**config.mk**
```make
export PLATFORM = sky130hd
export DESIGN_NAME = split_check_sequencer
export DESIGN_NICKNAME = d
export VERILOG_FILES = /design/src/rtl/split_check_sequencer.sv
export SDC_FILE = /design/constraint.sdc
export NUM_CORES = 1
export LEC_CHECK = 0
export ABC_AREA = 1
export ABC_CLOCK_PERIOD_IN_PS = 1900
export CORE_ASPECT_RATIO = 0.9
export CORE_UTILIZATION = 46
export CTS_BUF_LIST = sky130_fd_sc_hd__clkbuf_2 sky130_fd_sc_hd__clkbuf_4 sky130_fd_sc_hd__clkbuf_8
export CTS_CLUSTER_SIZE = 10
export DETAILED_ROUTE_END_ITERATION = 8
export HOLD_SLACK_MARGIN = 0.1
export PLACE_DENSITY_LB_ADDON = 0.08
export SYNTH_ARGS = -nofsm -noshare
export SYNTH_HDL_FRONTEND = slang
export SYNTH_SLANG_ARGS = --single-unit
```
**constraint.sdc**
```tcl
create_clock -name clk -period 1.9 [get_ports clk]
set_clock_uncertainty 0.15 [all_clocks]
set_input_delay 0.38 -clock clk [delete_from_list [all_inputs] [get_ports clk]]
set_output_delay 0.38 -clock clk [all_outputs]
set_load 0.005 [all_outputs]
```
**src/rtl/split_check_sequencer.sv**
```systemverilog
// split_check_sequencer: walks one candidate through NUM_SPLITS shared split checkers.
// Define SPLIT_SEQ_EARLY_EXIT_EN to end evaluation at the first failing split.
module split_check_sequencer #(
    parameter int NUM_SPLITS = 8,
    parameter int IDX_W      = 3,
    parameter int DATA_W     = 21,
    parameter int CNT_W      = 16
) (
    input  logic              clk,
    input  logic              rst_n,
    input  logic              cand_valid,
    output logic              cand_ready,
    input  logic [DATA_W-1:0] cand_data,
    output logic [IDX_W-1:0]  split_sel,
    output logic [DATA_W-1:0] split_data,
    input  logic              split_x,
    output logic              res_valid,
    input  logic              res_ready,
    output logic              res_pass,
    output logic [IDX_W-1:0]  res_fail_idx,
    input  logic              clr_stats,
    output logic [CNT_W-1:0]  pass_cnt,
    output logic [CNT_W-1:0]  fail_cnt
);

    typedef enum logic [1:0] {
        IDLE = 2'd0,
        EVAL = 2'd1,
        RESP = 2'd2
    } state_t;

    localparam logic [IDX_W-1:0] LAST_SEL = IDX_W'(NUM_SPLITS - 1);
    localparam logic [CNT_W-1:0] CNT_MAX  = '1;

    state_t             state_q;
    state_t             state_d;
    logic               fail_q;
    logic [IDX_W-1:0]   fail_idx_q;
    logic               accept;
    logic               in_eval;
    logic               hit_fail;
    logic               any_fail;
    logic               eval_done;
    logic [IDX_W-1:0]   first_idx;

    assign accept    = cand_valid && cand_ready;
    assign in_eval   = (state_q == EVAL);
    assign hit_fail  = in_eval && !split_x;
    assign any_fail  = fail_q || hit_fail;
    // An earlier recorded failure always outranks the split seen this cycle.
    assign first_idx = fail_q ? fail_idx_q : split_sel;

`ifdef SPLIT_SEQ_EARLY_EXIT_EN
    assign eval_done = in_eval && ((split_sel == LAST_SEL) || hit_fail);
`else
    assign eval_done = in_eval && (split_sel == LAST_SEL);
`endif

    always_ff @(posedge clk or negedge rst_n) begin
        if (!rst_n) begin
            state_q <= IDLE;
        end else begin
            state_q <= state_d;
        end
    end

    always_comb begin
        state_d = state_q;
        unique case (1'b1)
            (state_q == IDLE): begin
                if (cand_valid) state_d = EVAL;
            end
            (state_q == EVAL): begin
                if (eval_done) state_d = RESP;
            end
            (state_q == RESP): begin
                if (res_ready) state_d = IDLE;
            end
            default: state_d = IDLE;
        endcase
    end

    always_comb begin
        cand_ready = (state_q == IDLE);
        res_valid  = (state_q == RESP);
    end

    always_ff @(posedge clk or negedge rst_n) begin
        if (!rst_n) begin
            split_sel  <= '0;
            split_data <= '0;
            fail_q     <= 1'b0;
            fail_idx_q <= '0;
        end else if (accept) begin
            split_sel  <= '0;
            split_data <= cand_data;
            fail_q     <= 1'b0;
            fail_idx_q <= '0;
        end else if (in_eval) begin
            if (hit_fail && !fail_q) begin
                fail_q     <= 1'b1;
                fail_idx_q <= split_sel;
            end
            if (!eval_done) begin
                split_sel <= split_sel + IDX_W'(1);
            end
        end
    end

    always_ff @(posedge clk or negedge rst_n) begin
        if (!rst_n) begin
            res_pass     <= 1'b0;
            res_fail_idx <= '0;
        end else if (eval_done) begin
            res_pass     <= !any_fail;
            res_fail_idx <= any_fail ? first_idx : '0;
        end
    end

    // A clear coinciding with a verdict wins over that verdict's increment.
    always_ff @(posedge clk or negedge rst_n) begin
        if (!rst_n) begin
            pass_cnt <= '0;
            fail_cnt <= '0;
        end else if (clr_stats) begin
            pass_cnt <= '0;
            fail_cnt <= '0;
        end else if (eval_done) begin
            if (!any_fail && pass_cnt != CNT_MAX) begin
                pass_cnt <= pass_cnt + CNT_W'(1);
            end
            if (any_fail && fail_cnt != CNT_MAX) begin
                fail_cnt <= fail_cnt + CNT_W'(1);
            end
        end
    end

endmodule
```
# Word-level counts from Yosys, hierarchy flattened
# Index checks and enable logic that the tools add are counted.
# word_totals
output_inout_bits	62
regBits	66
elab_cells	63
# classes
n_addsub	3
n_reduce_logical	21
eq_ne	9
muxes	21
# ops
operator	n
16-bit two-way mux	6
16-bit by 1-bit adder with 16-bit output, second input constant	2
16-bit inequality test, second input constant	2
3-bit two-way mux	8
2-bit nonzero test	5
2-bit AND reduction	4
1-bit logical AND	6
2-bit two-way mux	3
2-bit one-hot mux with 3 select lines	1
2-bit by 1-bit inequality test with 1-bit output, second input constant	2
2-bit inequality test, second input constant	2
3-bit by 1-bit adder with 3-bit output, second input constant	1
3-bit equality test, second input constant	1
1-bit zero test	3
1-bit two-way mux	3
3-bit AND reduction	1
2-bit by 1-bit equality test with 1-bit output, second input constant	1
2-bit equality test, second input constant	1
2-bit zero test	1
1-bit logical OR	1

# Logic depth before layout (Yosys ltp)
# logic_depth
ltp_word	8
depth_mapped	10
mapped_depth_nobuf	9

# Worst setup path after synthesis
# Ideal clock, no wire load.
# synth_path
path_type	register -> register
from	register split_sel[0]
to	register fail_cnt[4]
t_required_ps	1633
setup_ps	117
path_slack_ps	31
path_buffers	1
t_arrival_ps	1602
synth_period_minus_slack_ps	1869
stages_incl_launch_ff	11
path_cell_list	dfrtp_1 ha_1 ha_1 inv_1 nor2_4 nand2_2 nor2_4 nor2_8 buf_12 nand2_1 nand2_1
# synth_between
elab_chain_cells	4
# synth_rtl
element	line_no	source
start, declared	14	output logic [IDX_W-1:0] split_sel,
start signal, assigned	105	split_sel <= split_sel + IDX_W'(1);
3-bit equality test	56	assign eval_done = in_eval && (split_sel == LAST_SEL);
1-bit logical AND	56	
2-bit nonzero test (no line)	-	
2-bit AND reduction (no line)	-	
end signal, assigned	133	fail_cnt <= fail_cnt + CNT_W'(1);
end, declared	23	output logic [CNT_W-1:0] fail_cnt
# No other way between the ends.
# A chain may end at the register's enable or synchronous reset.

# Worst setup path after layout
# layout_path
from	register split_sel[1]
to	output port split_sel[1]
# No word-level cell between the ends.

==> impl_summary.log <==
INFO  metric tritoncts_clock_tree = done
INFO  metric register_clock_pin_slew_on_the_reported_worst_setup_and_hold_paths = around 0.080 ns
INFO  metric worst-path-max-fanout = 3
INFO  metric total_switching_power = between 1500 and 2000 uW
INFO  metric finalSetupViolCount = 0
INFO  metric tritoncts_num_sinks = 66
INFO  metric detail-route-antenna-nets = 0
INFO  metric cp.buffers_inverters = 2
INFO  metric power.density_cell_area = 968 mW/mm^2
INFO  metric synth_seq_area_share = between 40 and 50%
INFO  metric drv_slew = 0
INFO  metric timing.critical_path.max_delay_family = buffers and inverters
INFO  metric design_power_total = roughly 4800 uW
INFO  metric die_area = approximately 0.0079 sq mm
INFO  metric share_seq_of_total_power = between 40% and 50%
INFO  metric reg2reg_setup_slack = approximately 0.090 ns
INFO  metric whs_path_depth = 2
INFO  metric drv_cap = 0
INFO  metric grt_pass1_vias = 3210
INFO  metric grt_start_max_net_pins = 67
INFO  metric hold_ws = around 0.33 ns
INFO  metric depth_of_the_most_critical_reg_to_reg_path = 10
INFO  metric hold_end = split_data[7]
INFO  metric synth_nets = approximately 470
INFO  metric synthesis.area_per_instance = about 8.0 sq um
INFO  metric pwr-share-comb = between 30% and 40%
INFO  metric slowest_stage = clkdlybuf4s50_1
INFO  metric layout_setup_ws = ~0.039 ns
INFO  metric status = finished clean
INFO  metric layout_worst_path_cycle_share = around 98%
INFO  metric post_route_cells_drive_above_1_share = a little under a fifth
INFO  metric critical_path_source_type = flop
INFO  metric fillers = approximately 580
INFO  metric clk_pwr_share = between 20% and 30%
INFO  metric route.final.wire_length = between 8000 and 9000 microns
INFO  metric worst_slew_pin_slew = roughly 0.36 ns
INFO  metric first_iter_violations = between 150 and 200
INFO  metric synthDistinctLibCells = 29
INFO  metric antenna-diode-count = 0
INFO  metric numCtsBuffers = 9
INFO  metric final_hold_viol_count = 0
INFO  metric power.share.switching = between 30% and 40%
INFO  metric ys_warn_count = 0
INFO  metric grt_setup_unrepaired = yes
INFO  metric internal_power = 3290 uW
INFO  metric total_routing_usage_gr = between 20 and 25%
INFO  metric worst_ir_drop_vdd = between 0.8 and 0.9 mV
INFO  metric holdCritPathClass = reg2reg
INFO  metric ios = a little under 90
INFO  metric max_freq = approximately 540 MHz
INFO  metric post-place-ws = -0.0224 ns
INFO  metric max-slew-margin-rel = between 70% and 80%
INFO  metric area.growth.synth_to_final = 43.0%
INFO  metric vias_after_detailed_routing = 3296
INFO  metric post_layout_nonfiller_instances = 660
INFO  metric wl_per_cell = ~13 microns
INFO  metric netlist_instances = between 400 and 500
INFO  metric fin_tns_setup = 0 ns
INFO  metric placeableCoreArea = between 0.007 and 0.008 sq mm
INFO  metric cts.htree.levels = 3
INFO  metric final_period_minus_worst_setup_slack = 1.86 ns
INFO  metric antenna_violations_before_repair = 0
INFO  metric floorplan.die.height = around 85 microns
INFO  metric synth-seq-cells = 66
INFO  metric layout.nets = between 500 and 600
INFO  metric total_leakage_power = ~0.0025 uW
INFO  metric initial_core_util = between 40% and 50%
INFO  metric place.port_buffers = between 80 and 90
INFO  metric x_dimension_of_the_die = ~94 microns
INFO  metric crit_arrival = ~1.3 ns
INFO  metric regToRegStartpoint = split_sel[0]
INFO  metric min_from = split_data[7]
INFO  metric regToRegEndpoint = fail_cnt[8]
INFO  metric drc_markers = 0
INFO  metric crit_chain = buf_4 > clkdlybuf4s50_1
INFO  metric wire_length_of_the_first_global_routing_pass = approximately 15000 microns
INFO  metric synthesis.area = roughly 0.0035 sq mm
INFO  metric dp.final_hpwl = between 5000 and 6000 microns
INFO  metric drt_pre_antenna_iters = 5
INFO  metric cts_max_path_bufs = 2
INFO  metric gpl_congestion = approximately 0.85
INFO  metric worst_setup_path_end_kind = output pin
INFO  metric viasPerCell = 4.99
INFO  metric cts-root-buf = clkbuf_8
INFO  metric cp_slowest_stage_delay = just under 0.5 ns
INFO  metric worst-endpoint-required = 1.37 ns
INFO  metric gr-total-overflow = 0
INFO  metric insertion_delay = about 0.34 ns
INFO  metric std_cell_rows = 29
INFO  metric path_class = reg2out
INFO  metric placed_cells_incl_taps = between 600 and 700
cell type report:
class | count | area [sq um] | share of cell area (%)
repair buffers | 126 | 1230 | 24.6
inverters | 24 | 91.3 | 1.83
clock inverters | 7 | 77.6 | 1.55
flip-flops and latches | 66 | 1670 | 33.5
clock buffers | 9 | 124 | 2.48
well taps | 93 | 116 | 2.33
multi-input cells | 335 | 1690 | 33.7
kinds of logic (layout without fill, tap and decap cells):
kind of cell	count (synthesis)	in the layout	share of synthesized area, %
and+or+nand+nor	301	301	39.9
buffers and inverters	36	166	4.94
adders and majority gates	4	4	1.43
xor gates and xnor gates	12	12	3.01
DFF	66	66	47.3
AOI/OAI and AO/OA	18	18	3.40
synth_stat cells:
cell	instances	area share (%)
nand2_1	181	19
dfrtp_1	66	47
nor2_1	32	3.4
nand3_1	28	4.0
nand4_1	28	5.0
inv_1	20	2.1
nand2_2	13	2.3
xor2_1	12	3.0
o21bai_1	6	1.3
clkbuf_1	5	0.54
nor2_4	5	1.6
buf_2	4	0.57
ha_1	4	1.4
nand3b_1	4	0.86
o21ai_0	4	0.57
a21oi_1	3	0.43
a2bb2oi_1	3	0.75
inv_2	3	0.32
buf_6	2	0.64
nand3_2	2	0.57
nor2_2	2	0.36
nor2_8	2	1.1
or2_2	2	0.36
buf_12	1	0.57
clkinv_2	1	0.14
nand4_4	1	0.61
nor3_1	1	0.14
o21ai_1	1	0.14
o31ai_1	1	0.22
routing by layer:
metal	up-vias	track usage [%]	wire, microns
met5	-	0	0
met4	0	5.31	92
met3	10	9.24	666
met2	98	36.4	4000
met1	1528	32.7	3980
li1	1660	-	-
power by group through the flow:
stage	Combinational (uW)	Clock, uW	Sequential (uW)
6_report	1670	1200	1960
5_1_grt	1860	1300	2000
2_1_floorplan	638	0	1990
4_1_cts	1640	1240	1950
3_3_place_gp	1570	0	1960
3_5_place_dp	1600	0	1970
worst max path at each step:
stage / from / to / slack, ns / cells past startpoint
2_1_floorplan: split_sel[0] / fail_cnt[4] / 0.03 / 10
3_3_place_gp: split_x / fail_cnt[2] / 0.01 / 7
3_5_place_dp: split_x / fail_cnt[2] / -0.02 / 7
4_1_cts: fail_cnt[3] / fail_cnt[3] / 0.0003 / 1
5_1_grt: split_sel[1] / fail_cnt[10] / -0.02 / 10
6_report: split_sel[1] / split_sel[1] / 0.04 / 2
worst reg2reg max path: cells and delay by family (launching register included):
family / cells / cell delay, ns
adders and majority gates: 2 / 0.36
buffers and inverters: 2 / 0.22
DFF: 1 / 0.38
and+or+nand+nor: 6 / 0.60
placed cells by master (no fill, tap or decap), types with 2 or more instances in the layout:
cell and instances:
nand3_2 2, nor2_1 31, or2_2 2, nand3_1 28
buf_12 3, nor2_8 2, dlymetal6s2s_1 10, clkinv_2 2
o21ai_0 4, buf_4 32, nand2_1 181, xor2_1 12
nand3b_1 4, nor2_4 5, inv_2 4, dlygate4sd2_1 4
dfrtp_1 50, a2bb2oi_1 3, clkinv_4 3, nor2_2 3
a21oi_1 3, ha_1 2, clkbuf_8 9, dfrtp_2 16
clkdlybuf4s50_1 73, nand4_1 28, o21bai_1 6, inv_1 19
nand2_2 13, buf_6 2
through the flow:
step	cell area [sq um]	util, %
6_report	4990	69.5
3_3_place_gp	4640	64.6
3_5_place_dp	4640	64.6
2_1_floorplan	3490	-
5_1_grt	4990	69.5
4_1_cts	4880	68.0
sequential cells by signal (all words and copies together) (netlist names):
register and flops:
res_fail_idx 3, split_data 21, split_sel 3, fail_cnt 16
fail_idx_q 3, state_q 2, res_pass 1, pass_cnt 16
fail_q 1
timing repair:
item,in CTS,in global routing
gates resized for setup,9,28
setup endpoints to repair,19,37
hold buffers,1,0
pin swaps,2,4
buffers inserted,4,5
hold endpoints to repair,66,0
No activity file was read; power rests on OpenSTA's default activity.
